$ cat src/rtl/instr_fetch_unit_pkg.sv
// rtl/instr_fetch_unit_pkg.sv - shared ISA field definitions for the fetch stage
package instr_fetch_unit_pkg;

    localparam int OPC_W = 6;
    localparam logic [OPC_W-1:0] OPC_HALT = 6'b111111;

    // True when the opcode field marks the instruction as HALT
    function automatic logic is_halt(input logic [OPC_W-1:0] opc);
        return opc == OPC_HALT;
    endfunction

endpackage

$ cat src/rtl/fetch_buffer.sv
// rtl/fetch_buffer.sv - synchronous FIFO holding fetched {pc, instr} entries
module fetch_buffer #(
    parameter int W     = 40,
    parameter int DEPTH = 2
) (
    input  logic                     clk,
    input  logic                     rst,
    input  logic                     flush,
    input  logic                     push,
    input  logic [W-1:0]             push_data,
    input  logic                     pop,
    output logic [W-1:0]             head_data,
    output logic [$clog2(DEPTH):0]   count
);

    localparam int PTR_W = $clog2(DEPTH);
    localparam int CNT_W = PTR_W + 1;

    logic [W-1:0]     mem [DEPTH];
    logic [PTR_W-1:0] rd_ptr;
    logic [PTR_W-1:0] wr_ptr;
    logic             do_push;
    logic             do_pop;

    // A pop frees a slot in the same cycle, so push is legal when full and popping
    assign do_pop    = pop && (count != '0);
    assign do_push   = push && ((count != CNT_W'(DEPTH)) || do_pop);
    assign head_data = mem[rd_ptr];

    // Pointer and occupancy tracking; flush discards everything at once
    always_ff @(posedge clk) begin
        if (rst || flush) begin
            rd_ptr <= '0;
            wr_ptr <= '0;
            count  <= '0;
        end else begin
            if (do_push) wr_ptr <= wr_ptr + PTR_W'(1);
            if (do_pop)  rd_ptr <= rd_ptr + PTR_W'(1);
            count <= count + CNT_W'(do_push) - CNT_W'(do_pop);
        end
    end

    // Entry storage; contents are only meaningful while counted
    always_ff @(posedge clk) begin
        if (do_push && !flush && !rst) mem[wr_ptr] <= push_data;
    end

endmodule

$ cat src/rtl/instr_fetch_unit.sv
// rtl/instr_fetch_unit.sv - PC sequencing, imem issue and decode handoff
module instr_fetch_unit
    import instr_fetch_unit_pkg::*;
#(
    parameter int              PC_W      = 8,
    parameter int              INSTR_W   = 32,
    parameter logic [PC_W-1:0] RESET_PC  = '0,
    parameter int              BUF_DEPTH = 2
) (
    input  logic               clk,
    input  logic               rst,
    output logic               imem_en,
    output logic [PC_W-1:0]    imem_addr,
    input  logic [INSTR_W-1:0] imem_rdata,
    input  logic               redirect_valid,
    input  logic [PC_W-1:0]    redirect_pc,
    output logic               dec_valid,
    input  logic               dec_ready,
    output logic [INSTR_W-1:0] dec_instr,
    output logic [PC_W-1:0]    dec_pc,
    output logic               halted
);

    localparam int CNT_W = $clog2(BUF_DEPTH) + 1;
    localparam int ENT_W = PC_W + INSTR_W;

    logic [PC_W-1:0]    pc;
    logic [PC_W-1:0]    inflight_pc;
    logic               inflight;
    logic               issue;
    logic               deq;
    logic               push;
    logic [CNT_W-1:0]   count;
    logic [CNT_W:0]     credit;
    logic [ENT_W-1:0]   head;
    logic [INSTR_W-1:0] last_instr;
    logic [PC_W-1:0]    last_pc;

    assign dec_valid = (count != '0);
    assign deq       = dec_valid && dec_ready;

    // Slots already promised: buffered words plus the one in flight, less what leaves now
    assign credit = {1'b0, count} + (CNT_W + 1)'(inflight) - (CNT_W + 1)'(deq);
    assign issue  = !rst && !halted && !redirect_valid && (credit < (CNT_W + 1)'(BUF_DEPTH));

    // A returning word is dropped if a redirect flushes this cycle or a HALT ahead of it stopped fetch
    assign push = inflight && !redirect_valid && !halted;

    assign imem_en   = issue;
    assign imem_addr = pc;

    // While empty the decode outputs keep showing the last word handed over
    assign dec_instr = dec_valid ? head[INSTR_W-1:0]     : last_instr;
    assign dec_pc    = dec_valid ? head[ENT_W-1:INSTR_W] : last_pc;

    fetch_buffer #(
        .W     (ENT_W),
        .DEPTH (BUF_DEPTH)
    ) u_buf (
        .clk       (clk),
        .rst       (rst),
        .flush     (redirect_valid),
        .push      (push),
        .push_data ({inflight_pc, imem_rdata}),
        .pop       (deq),
        .head_data (head),
        .count     (count)
    );

    // PC, in-flight tracking and halt state; redirect overrides normal sequencing
    always_ff @(posedge clk) begin
        if (rst) begin
            pc          <= RESET_PC;
            inflight    <= 1'b0;
            inflight_pc <= '0;
            halted      <= 1'b0;
        end else begin
            inflight <= issue;
            if (issue) inflight_pc <= pc;
            if (redirect_valid) pc <= redirect_pc;
            else if (issue)     pc <= pc + PC_W'(1);
            if (redirect_valid) halted <= 1'b0;
            else if (push && is_halt(imem_rdata[INSTR_W-1 -: OPC_W])) halted <= 1'b1;
        end
    end

    // Remember the most recently delivered word for the empty-buffer outputs
    always_ff @(posedge clk) begin
        if (rst) begin
            last_instr <= '0;
            last_pc    <= '0;
        end else if (deq) begin
            last_instr <= head[INSTR_W-1:0];
            last_pc    <= head[ENT_W-1:INSTR_W];
        end
    end

endmodule

$ cat config.mk
export PLATFORM = sky130hd
export DESIGN_NAME = instr_fetch_unit
export DESIGN_NICKNAME = d
export VERILOG_FILES = /design/src/rtl/instr_fetch_unit_pkg.sv /design/src/rtl/fetch_buffer.sv /design/src/rtl/instr_fetch_unit.sv
export SDC_FILE = /design/constraint.sdc
export NUM_CORES = 1
export LEC_CHECK = 0
export ABC_AREA = 1
export BUFFER_PORTS_ARGS = -buffer_cell sky130_fd_sc_hd__buf_4
export CORE_ASPECT_RATIO = 1.75
export CORE_MARGIN = 4
export CORE_UTILIZATION = 30
export CTS_CLUSTER_DIAMETER = 200
export DETAILED_ROUTE_END_ITERATION = 10
export HOLD_SLACK_MARGIN = 0.12
export SLEW_MARGIN = 20
export SYNTH_ARGS = -nofsm -noshare
export SYNTH_HDL_FRONTEND = slang
export SYNTH_SLANG_ARGS = --single-unit
$ cat constraint.sdc
create_clock -name clk -period 4.6 [get_ports clk]
set_input_delay 1.15 -clock clk [delete_from_list [all_inputs] [get_ports clk]]
set_output_delay 1.15 -clock clk [all_outputs]
set_load 0.05 [all_outputs]
======== After elaboration in Yosys (flattened, before gate mapping) ========
Memories as Yosys holds them, arrays and structs flattened. A register that Yosys moved wholly into a read port is not among the register bits.
Cells that the tools add are included.
operators by class
  reduce and logical (&&, ||, !) cells .... 19
  $lt $le $gt $ge ......................... 1
  add/sub/neg operators ................... 7
  equality and inequality tests ........... 2
  muxes and demuxes ....................... 8
operators with widths
  cell                                                 count
  2-to-1 mux 32 bit                                    1
  2-to-1 mux 8 bit                                     3
  logical AND 1 bit                                    11
  adder 8 x 1 -> 8 bit (second input constant)         1
  == test 6 bit (second input constant)                1
  2-to-1 mux 1 bit                                     4
  nonzero test 2 bit                                   2
  adder 2 x 1 -> 3 bit                                 1
  zero test 1 bit                                      3
  < comparator 3 x 2 -> 1 bit (second input constant)  1
  subtractor 3 x 1 -> 3 bit                            1
  adder 1 bit (second input constant)                  2
  adder 2 x 1 -> 2 bit                                 1
  logical OR 1 bit                                     2
  != test 2 bit (second input constant)                1
  OR reduction 2 bit                                   1
  subtractor 2 x 1 -> 2 bit                            1
storage, ports and cells
  RAM bits ................................ 80
  register bits after elaboration ......... 62
  logic and storage cells ................. 47
  input bits .............................. 44
  output and inout port bits .............. 51
  memories ................................ 1
memories
  name       words  bits a word  read ports  clocked after memory_dff  write ports  line                text
  u_buf.mem  2      40           1           1                         1            fetch_buffer.sv:19  logic [W-1:0] mem [DEPTH];

======== Logic depth before layout (Yosys ltp) ========
Gate-level depths: netlist of run 1.
  word-level depth ........................ 9
  depth in mapped cells ................... 17
  gate-level depth less buffers ........... 16

======== Modules after synthesis ========
From an unflattened synthesis of run 1, not the netlist that was laid out.
unflattened totals
  cells, all modules ...................... 580
  area, all modules ....................... 5972.0 um2
modules (own cells, without submodules)
  module            cells each  area an instance (um2)  instances
  fetch_buffer      168         3168.0                  1
  instr_fetch_unit  412         2803.9                  1

======== Least setup slack after synthesis of run 1 ========
Ideal clock, no wire load.
  path type ............................... in2reg
  start ................................... input redirect_valid
  end ..................................... memory u_buf.mem[0][0], enable pin
  path buffers ............................ 0
  stages .................................. 5
  library setup time ...................... 0.487 ns
  slack ................................... -0.209 ns
  arrival ................................. 4.321 ns
  cells stage by stage .................... inv_1 > nand2_1 > inv_1 > nand3_1 > nor3_1
between the ends
  cells in the longest elaborated chain, start to end .. 8
RTL lines
  element                                   line                                        text
  start: declaration                        instr_fetch_unit.sv:15                      input logic redirect_valid,
  zero test 1 bit *                         fetch_buffer.sv:45, instr_fetch_unit.sv:47
  logical AND 1 bit (2 in series)           instr_fetch_unit.sv:47                      assign push = inflight && !redirect_valid && !halted;
  logical AND 1 bit                         fetch_buffer.sv:27                          assign do_push = push && ((count != CNT_W'(DEPTH)) || do_pop);
  logical AND 1 bit * (2 in series)         fetch_buffer.sv:45                          if (do_push && !flush && !rst) mem[wr_ptr] <= push_data;
  2-to-1 mux 1 bit *                        fetch_buffer.sv:45
  2-to-1 mux 1 bit (not written as such) *  fetch_buffer.sv:45
  end: declaration                          fetch_buffer.sv:19
Mark *: on every way between the ends. The rest lies on a longest branch, timed or not.

======== Final worst setup path of run 1 ========
  start ................................... input dec_ready
  end ..................................... output imem_en
between the ends
  cells in the longest elaborated chain, start to end .. 4
RTL lines
  element                      line                    text
  start: declaration           instr_fetch_unit.sv:18  input logic dec_ready,
  logical AND 1 bit            instr_fetch_unit.sv:40  assign deq = dec_valid && dec_ready;
  net deq                      instr_fetch_unit.sv:31  logic deq;
  subtractor 3 x 1 -> 3 bit    instr_fetch_unit.sv:43  assign credit = {1'b0, count} + (CNT_W + 1)'(inflight) - (CNT_W + 1)'(deq);
  < comparator 3 x 2 -> 1 bit  instr_fetch_unit.sv:44  assign issue = !rst && !halted && !redirect_valid && (credit < (CNT_W + 1)'(BUF_DEPTH));
  logical AND 1 bit            instr_fetch_unit.sv:44
  end: declaration             instr_fetch_unit.sv:12  output logic imem_en,
The timed path passes the listed nets, and every way through them passes these cells.

==> impl_metrics.ini, run 1 <==
[yosys]
syn_nets = 698
synthesis.area_per_instance_um2 = 9.25
synth_edf_count = 80
ys_async_sr_fraction_pct = 0
main_combinational_cell_family_by_area_after_synthesis = compound AO/OA/AOI/OAI gates
postSynthCellCount = 649
post_synth_num_cell_types = 31
synth.cell_area_um2 = 6000
synth_simple_gate_area_share_pct = 12.1
yosysWarningCount = 0
synth-xor-area-share_pct = 0.292
synthAdderAreaFrac_pct = 1.17
synth.area.mux_share_pct = 0
yosys.area.top_type_share_pct = 40.0
synth_top_flop_cell = edfxtp_1
post_synth_main_area_contributors = edfxtp_1 (40%), dfxtp_1 (21%), o21ai_0 (10%)
total_of_flip_flops_plus_latches_after_synthesis = 143
synth_top_area_cell = edfxtp_1
seq_area_frac_synth_pct = 61.0
compound_gate_fraction_of_synth_area_pct = 15.7

[sta]
endpoints_failing_setup = 0
tns_ps = 0
tightestPinTransition_ps = 925
grt_setup_unrepaired = no
min_period_ps = 4010
fin_crit_sh_pct = 87.2
finalClockSkew_ps = 16.8
timing.hold.ws_ps = 446
achievable-frequency_mhz = 249
timing.final.hold_violations = 0
finalWorstSetupSlack_ps = 589
slew_headroom_pct = 38.4
slew_viol_final = 0

[placement]
post_dp_cell_area_um2 = 6890
gp_congestion = 0.808
detailedPlacementHpwl_um = 8580
placed_cells = 959
dp_worst_setup_slack_ps = 563
port_buffers = 94

[run]
cap_violations = 0

[finish]
syn_to_final_growth_pct = 25.0
fin_nets = 782
most_frequent_cells_in_the_layout = o21ai_0 (122), nand2_1 (119), inv_1 (103)
layout.core_utilization_pct = 38.0
num_antenna_cells = 0
layout.cells.most_common = o21ai_0
final_cell_count_no_fill = 991
fin_area_um2 = 7500
final_layout_size_suffix_gt1_share_pct = 20.2

[routing]
wl_per_cell_um = 13.6
drcViolationCount = 0
ant_nets = 0
detailroute.via_count = 4432
average_via_count_per_standard_cell = 4.47
detail_route.wirelength_um = 13400
drt_iter0_markers = 179
firstDrtPassIters = 5

[worst_setup_path]
timing.critical_path.from_type = primary input
crit_path_max_fanout = 4
worstPathBufferInverterCount = 5
critical_path.top_delay_family = adder cells
critical_path.slowest_cell = fa_1
worst_ep_required_time_ps = 3450
r2r_start = u_buf.count[1]$_SDFF_PP0_
setup.worst_path.start = dec_ready
timing.critical_path.mode_cell = inv_1
critical_path.max_stage_delay_ps = 500
critPathArrivalTime_ps = 2860
timing.setup.critical_path_class = primary input to primary output
endpoint_kind = primary output
path_cells = buf_4 > nand2_4 > inv_1 > ha_1 > inv_1 > nand2_1 > fa_1 > inv_1 > nor2_1 > nand2_2 > nor2_4 > buf_4

[pwr]
peak_ir_drop_on_the_vdd_network_mv = 0.220
design_power_total_mw = 3.12
leakagePower_nw = 2.96
powerDensity_nw_per_um2 = 416

[status]
run_status = complete, no violations

[die]
rows = 68
core_um2 = 19700
initial_core_util_pct = 30.4
i_o_pins = 95
floorplan.die_area_um2 = 22400
dieWidth_um = 115
die_h_um = 195

[clocking]
path_clk_slew_ps = 60
ctsHoldBuffers = 0
post-cts-setup-buffer-count = 0
clock-sinks = 143
cts_buffers = 17
clock-root-buffer = clkbuf_16
cts_resized = 0
clock_tree_from_tritoncts = done
clk_buf_depth = 2
clock_insertion_delay_worst_skew_ps = 420
clock_tree.htree_level_count = 4

[global_route]
first_global_vias = 4298
initial_antenna_violation_count = 0
groute.usage.overall_pct = 12.4
global_route_wire_length_before_repair_um = 21600
grt_max_degree = 82
global_route.overflow_total = 0

[worst_hold_path]
worst_hold_startpoint = last_pc[1]$_SDFFE_PP0P_
min-delay-path-class = flop to flop
-- registers in the layout, summed over array words and instances, names as in the netlist, named ones only --
| signal | flops |
|---|---|
| last_instr | 32 |
| u_buf.count | 2 |
| inflight | 1 |
| u_buf.rd_ptr | 1 |
| halted | 1 |
| imem_addr | 8 |
| u_buf.mem | 80 |
| inflight_pc | 8 |
| u_buf.wr_ptr | 1 |
| last_pc | 8 |
-- cell families (layout without fill, tap and decap cells) --
group / count (synthesis) / after routing
buffers and inverters: 140 / 237
DFF: 143 / 143
xor gates and xnor gates: 2 / 2
AOI/OAI and AO/OA: 185 / 185
and+or+nand+nor: 174 / 174
adders and majority gates: 5 / 5
-- where the power goes --
part	internal (mW)	total, mW	switching (mW)
clock	0.883	1.41	0.530
sequential	1.38	1.40	0.0182
combinational	0.0960	0.306	0.210
-- per-layer routing --
layer  vias up  GRT usage, %  routed length (µm)
met3        11          2.33                 448
met5         -             0                   0
met1      2056          13.5                5350
met4         0          5.61                 262
met2        77          22.6                7370
li1       2288             -                   -
-- area by class of cell --
cell class / instances / area (µm²)
fillers: 1998 / 12200
well taps: 245 / 307
repair buffers: 100 / 751
inverters: 105 / 397
clock buffers: 19 / 453
flip-flops and latches: 143 / 3660
clock inverters: 13 / 161
multi-input cells: 366 / 1770
-- cell usage after synthesis (5+ instances only) --
library cell  instances
nand3_1              14
clkbuf_1             16
o21ai_1               8
inv_1               103
edfxtp_1             80
nand2_1             119
o21ai_0             122
a21oi_1              50
buf_2                14
nand2_2               5
dfxtp_1              63
nor2_1               23
-- tightest hold or removal path: stages, from the launching register on --
cell     delay, ps
dfxtp_1        290
inv_1           50
a21oi_1         50
-- worst paths after layout --
kind                                                  end  slack, ps  depth (start not counted)
worst max-delay path                              imem_en        590                         12
worst max register to register  imem_addr[3]$_SDFFE_PP0P_       1990                         17
worst min register to register    last_pc[1]$_SDFFE_PP0P_        450                          2
worst min-delay path              last_pc[1]$_SDFFE_PP0P_        450                          2
(Power assumes the default switching activity.)
==> inputs of run 2 (changes only) <==
CELL_PAD_IN_SITES_DETAIL_PLACEMENT = 1   (was not set)
CELL_PAD_IN_SITES_GLOBAL_PLACEMENT = 2   (was not set)
PLACE_DENSITY_LB_ADDON = 0.1   (was not set)
==> impl_metrics.ini, run 2 (synthesized netlist as in run 1, its figures left out) <==
[global_route]
first_global_vias = 5086
initial_antenna_violation_count = 0
global_route_wire_length_before_repair_um = 25500
grt_max_degree = 82
groute.usage.overall_pct = 14.4
global_route.overflow_total = 0

[finish]
largest_registers = u_buf.mem x80, last_instr x32
fin_nets = 782
final_layout_size_suffix_gt1_share_pct = 19.7
most_frequent_cells_in_the_layout = o21ai_0 (122), nand2_1 (119), inv_1 (103)
max_flop_register = u_buf.mem
final_cell_count_no_fill = 991
num_antenna_cells = 0
max_ffs_per_register = 80
layout.cells.most_common = o21ai_0
final.fill_count = 2288
syn_to_final_growth_pct = 24.8

[worst_setup_path]
crit_path_max_fanout = 5
timing.setup.critical_path_class = primary input to primary output
critPathArrivalTime_ps = 3010
worst_ep_required_time_ps = 3450
timing.critical_path.from_type = primary input
endpoint_kind = primary output

[clocking]
post-cts-setup-buffer-count = 0
ctsHoldBuffers = 0
clock_tree.htree_level_count = 4
cts_buffers = 17
path_clk_slew_ps = 60
clock_insertion_delay_worst_skew_ps = 420
clock-root-buffer = clkbuf_16
clk_buf_depth = 2
clock_tree_from_tritoncts = done
clock-sinks = 143
cts_resized = 0

[pwr]
netSwitchingPower_mw = 0.762
power.share.switching_pct = 24.4
power.clock.fraction_pct = 45.0
share_comb_of_total_power_pct = 10.1
peak_ir_drop_on_the_vdd_network_mv = 0.175
powerDensity_nw_per_um2 = 417
leakagePower_nw = 2.96
design_power_total_mw = 3.12
power.internal_mw = 2.36
p_seq_share_pct = 44.9

[placement]
detailedPlacementHpwl_um = 9880
placed_cells = 959
gp_congestion = 0.730
dp_worst_setup_slack_ps = 422
port_buffers = 94

[worst_hold_path]
min-delay-path-class = flop to flop

[routing]
firstDrtPassIters = 5
drt_iter0_markers = 225
detail_route.wirelength_um = 15500
drcViolationCount = 0
average_via_count_per_standard_cell = 4.73
wl_per_cell_um = 15.7
ant_nets = 0
detailroute.via_count = 4692

[run]
cap_violations = 0

[sta]
slew_viol_final = 0
achievable-frequency_mhz = 240
timing.final.hold_violations = 0
min_period_ps = 4160
slew_headroom_pct = 44.0
endpoints_failing_setup = 0
timing.hold.ws_ps = 448
grt_setup_unrepaired = no
finalWorstSetupSlack_ps = 439
finalClockSkew_ps = 7.91
tightestPinTransition_ps = 840
fin_crit_sh_pct = 90.5

[die]
i_o_pins = 95
floorplan.die_area_um2 = 22400
dieWidth_um = 115
core_um2 = 19700
initial_core_util_pct = 30.4
die_h_um = 195
rows = 68

[status]
run_status = complete, no violations
run 2: changes by cell type in the layout (fill, tap and decap cells not counted), sizes merged:
cell,delta
clkbuf,+2
inv,-2
clkinv,+2
clkinvlp,-2
run 2: worst paths after layout:
| check | slack, ps | endpoint | depth (start not counted) | from |
|---|---|---|---|---|
| hold / removal | 450 | last_instr[26]$_SDFFE_PP0P_ | 2 | last_instr[26]$_SDFFE_PP0P_ |
| setup / recovery | 440 | imem_en | 12 | dec_ready |
| setup reg to reg | 1830 | imem_addr[3]$_SDFFE_PP0P_ | 17 | u_buf.count[1]$_SDFF_PP0_ |
| hold reg to reg | 450 | last_instr[26]$_SDFFE_PP0P_ | 2 | last_instr[26]$_SDFFE_PP0P_ |
run 2: power groups by stage:
stage / registers (mW) / logic (mW) / clock network, mW
after floorplan: 1.44 / 0.190 / 0
after global placement: 1.43 / 0.313 / 0
after detailed placement: 1.43 / 0.321 / 0
after CTS: 1.40 / 0.322 / 1.46
after global routing: 1.40 / 0.345 / 1.51
final: 1.40 / 0.314 / 1.41
run 2: layout make-up:
cell class                      instances  area, µm²  area share [%]
Clock buffer                           21        460            6.15
Clock inverter                         11        140            1.87
Inverter                              105        397            5.30
Multi-Input combinational cell        366       1770            23.6
Sequential cell                       143       3660            48.9
Tap cell                              245        307            4.09
Timing Repair Buffer                  100        751            10.0
run 2: worst max-delay path, cell delays in order:
cell     delay [ps]
buf_4           120
nand2_4          60
inv_1            70
ha_1            300
inv_1            50
nand2_1          60
fa_1            510
inv_1            50
nor2_1          120
nand2_2          90
nor2_4          180
buf_4           240
run 2: per-layer routing:
layer  share of wire [%]  vias up  track usage, %
li1                    -     2289               -
met1                  40     2321            15.8
met2                  55       69            26.8
met3                 3.2       13            3.10
met4                 1.1        0            4.87
met5                   0        -               0
run 2: stage by stage:
step | util, % | instance area [µm²] | setup TNS, ps
3_5_place_dp | 34.9 | 6890 | 0
2_1_floorplan | - | 6000 | -16680
6_report | 37.9 | 7490 | 0
3_3_place_gp | 34.9 | 6890 | 0
5_1_grt | 37.9 | 7490 | 0
4_1_cts | 37.9 | 7490 | 0
==> inputs of run 3 (changes only) <==
CORE_UTILIZATION = 31   (was 30)
==> impl_metrics.ini, run 3 (synthesized netlist as in run 1, its figures left out) <==
[status]
run_status = complete, no violations

[placement]
detailedPlacementHpwl_um = 9660
post_dp_cell_area_um2 = 6890
port_buffers = 94
gp_congestion = 0.733

[global_route]
groute.usage.overall_pct = 14.5
grt_max_degree = 82
global_route_wire_length_before_repair_um = 24600
first_global_vias = 4838
global_route.overflow_total = 0
initial_antenna_violation_count = 0

[pwr]
leakagePower_nw = 2.97
design_power_total_mw = 3.08
peak_ir_drop_on_the_vdd_network_mv = 0.160
power.clock.fraction_pct = 44.4
netSwitchingPower_mw = 0.777
power.internal_mw = 2.30
power.share.switching_pct = 25.3
powerDensity_nw_per_um2 = 411
p_seq_share_pct = 45.5
share_comb_of_total_power_pct = 10.1

[finish]
syn_to_final_growth_pct = 24.8
fin_nets = 783
most_frequent_cells_in_the_layout = o21ai_0 (122), nand2_1 (119), inv_1 (103)
num_antenna_cells = 0
max_ffs_per_register = 80
max_flop_register = u_buf.mem
fin_area_um2 = 7490
largest_registers = u_buf.mem x80, last_instr x32
layout.cells.most_common = o21ai_0
final_layout_size_suffix_gt1_share_pct = 20.2

[worst_setup_path]
timing.critical_path.from_type = primary input
worstPathBufferInverterCount = 5
endpoint_kind = primary output
critPathArrivalTime_ps = 2910
crit_path_max_fanout = 4
timing.critical_path.mode_cell = inv_1
worstReg2RegEnd = imem_addr[6]$_SDFFE_PP0P_
critical_path.top_delay_family = adder cells
critical_path_depth = 12
reg2reg_depth = 17
critical_path.max_stage_delay_ps = 520
path_cells = buf_4 > nand2_4 > inv_1 > ha_1 > inv_1 > nand2_1 > fa_1 > inv_1 > nor2_1 > nand2_2 > nor2_4 > buf_4
timing.setup.critical_path_class = primary input to primary output
setup.worst_path.start = dec_ready
worst_ep_required_time_ps = 3450
critical_path.slowest_cell = fa_1
r2r_start = u_buf.count[1]$_SDFF_PP0_
r2r_setup_slack_ps = 1950

[worst_hold_path]
timing.hold.worst_path_depth = 2
min-delay-path-class = flop to flop
worst_hold_startpoint = last_pc[7]$_SDFFE_PP0P_
hold-path-endpoint = last_pc[7]$_SDFFE_PP0P_

[die]
rows = 67
floorplan.die_area_um2 = 21700
core_um2 = 19100
die_h_um = 192
i_o_pins = 95
dieWidth_um = 113
initial_core_util_pct = 31.4

[clocking]
clock-sinks = 143
clock_tree.htree_level_count = 4
clock-root-buffer = clkbuf_16
ctsHoldBuffers = 0
cts_resized = 0
path_clk_slew_ps = 60
clk_buf_depth = 2
clock_tree_from_tritoncts = done
clock_insertion_delay_worst_skew_ps = 420
cts_buffers = 17
post-cts-setup-buffer-count = 0

[routing]
detailroute.via_count = 4624
detail_route.wirelength_um = 15100
firstDrtPassIters = 4
wl_per_cell_um = 15.3
average_via_count_per_standard_cell = 4.68
drcViolationCount = 0
ant_nets = 0
drt_iter0_markers = 234

[run]
cap_violations = 0

[sta]
fin_crit_sh_pct = 88.4
achievable-frequency_mhz = 246
timing.final.hold_violations = 0
endpoints_failing_setup = 0
slew_headroom_pct = 46.4
grt_setup_unrepaired = no
min_period_ps = 4060
tightestPinTransition_ps = 804
slew_viol_final = 0
finalClockSkew_ps = 12.9
tns_ps = 0
## run 3: changes by cell type in the layout (fill, tap and decap cells not counted), sizes merged
cell and change:
buf +1, clkinvlp -1, inv +3, bufinv -3
clkbuf +1
## run 3: per-stage QoR
stage	hold WS, ps	utilization (%)	setup slack (ps)	std cells
3_5_place_dp	436	36.1	493	956
5_1_grt	472	39.2	373	988
3_3_place_gp	434	36.1	543	956
6_report	448	39.2	536	988
2_1_floorplan	420	-	-209	649
4_1_cts	451	39.2	490	988
## run 3: power by group through the flow
| stage | registers [mW] | logic (mW) | clock network (mW) |
|---|---|---|---|
| after global routing | 1.40 | 0.343 | 1.47 |
| after detailed placement | 1.43 | 0.317 | 0 |
| after global placement | 1.43 | 0.311 | 0 |
| after CTS | 1.40 | 0.318 | 1.42 |
| final | 1.40 | 0.311 | 1.37 |
| after floorplan | 1.44 | 0.190 | 0 |
## run 3: layer usage
layer / part of all wire (%) / global-route usage [%] / vias to the layer above
li1: - / - / 2287
met1: 40 / 15.8 / 2256
met2: 55 / 27.0 / 69
met3: 3.2 / 2.93 / 12
met4: 1.4 / 5.88 / 0
met5: 0 / 0 / -
## run 3: worst reg2reg max path, delay by kind of cell (launching register included)
kind	cells	cell delay, ps
fa+ha+maj	2	760
buf+inv	6	610
flops	1	460
simple gates	9	740
## run 3: worst max-delay path by stage
stage                                endpoint  slack, ps
floorplan           u_buf.mem[0][0]$_DFFE_PP_       -210
global placement                      imem_en        540
detailed placement                    imem_en        490
CTS                                   imem_en        490
global route                          imem_en        370
finish                                imem_en        540
## run 3: area by class of cell
type,instances,area [µm²]
inverter,105,397
tap,241,302
multi-input combinational,366,1770
clock inverter,10,70.1
fill,2244,11600
sequential,143,3660
clock buffer,22,529
timing repair buffer,101,758
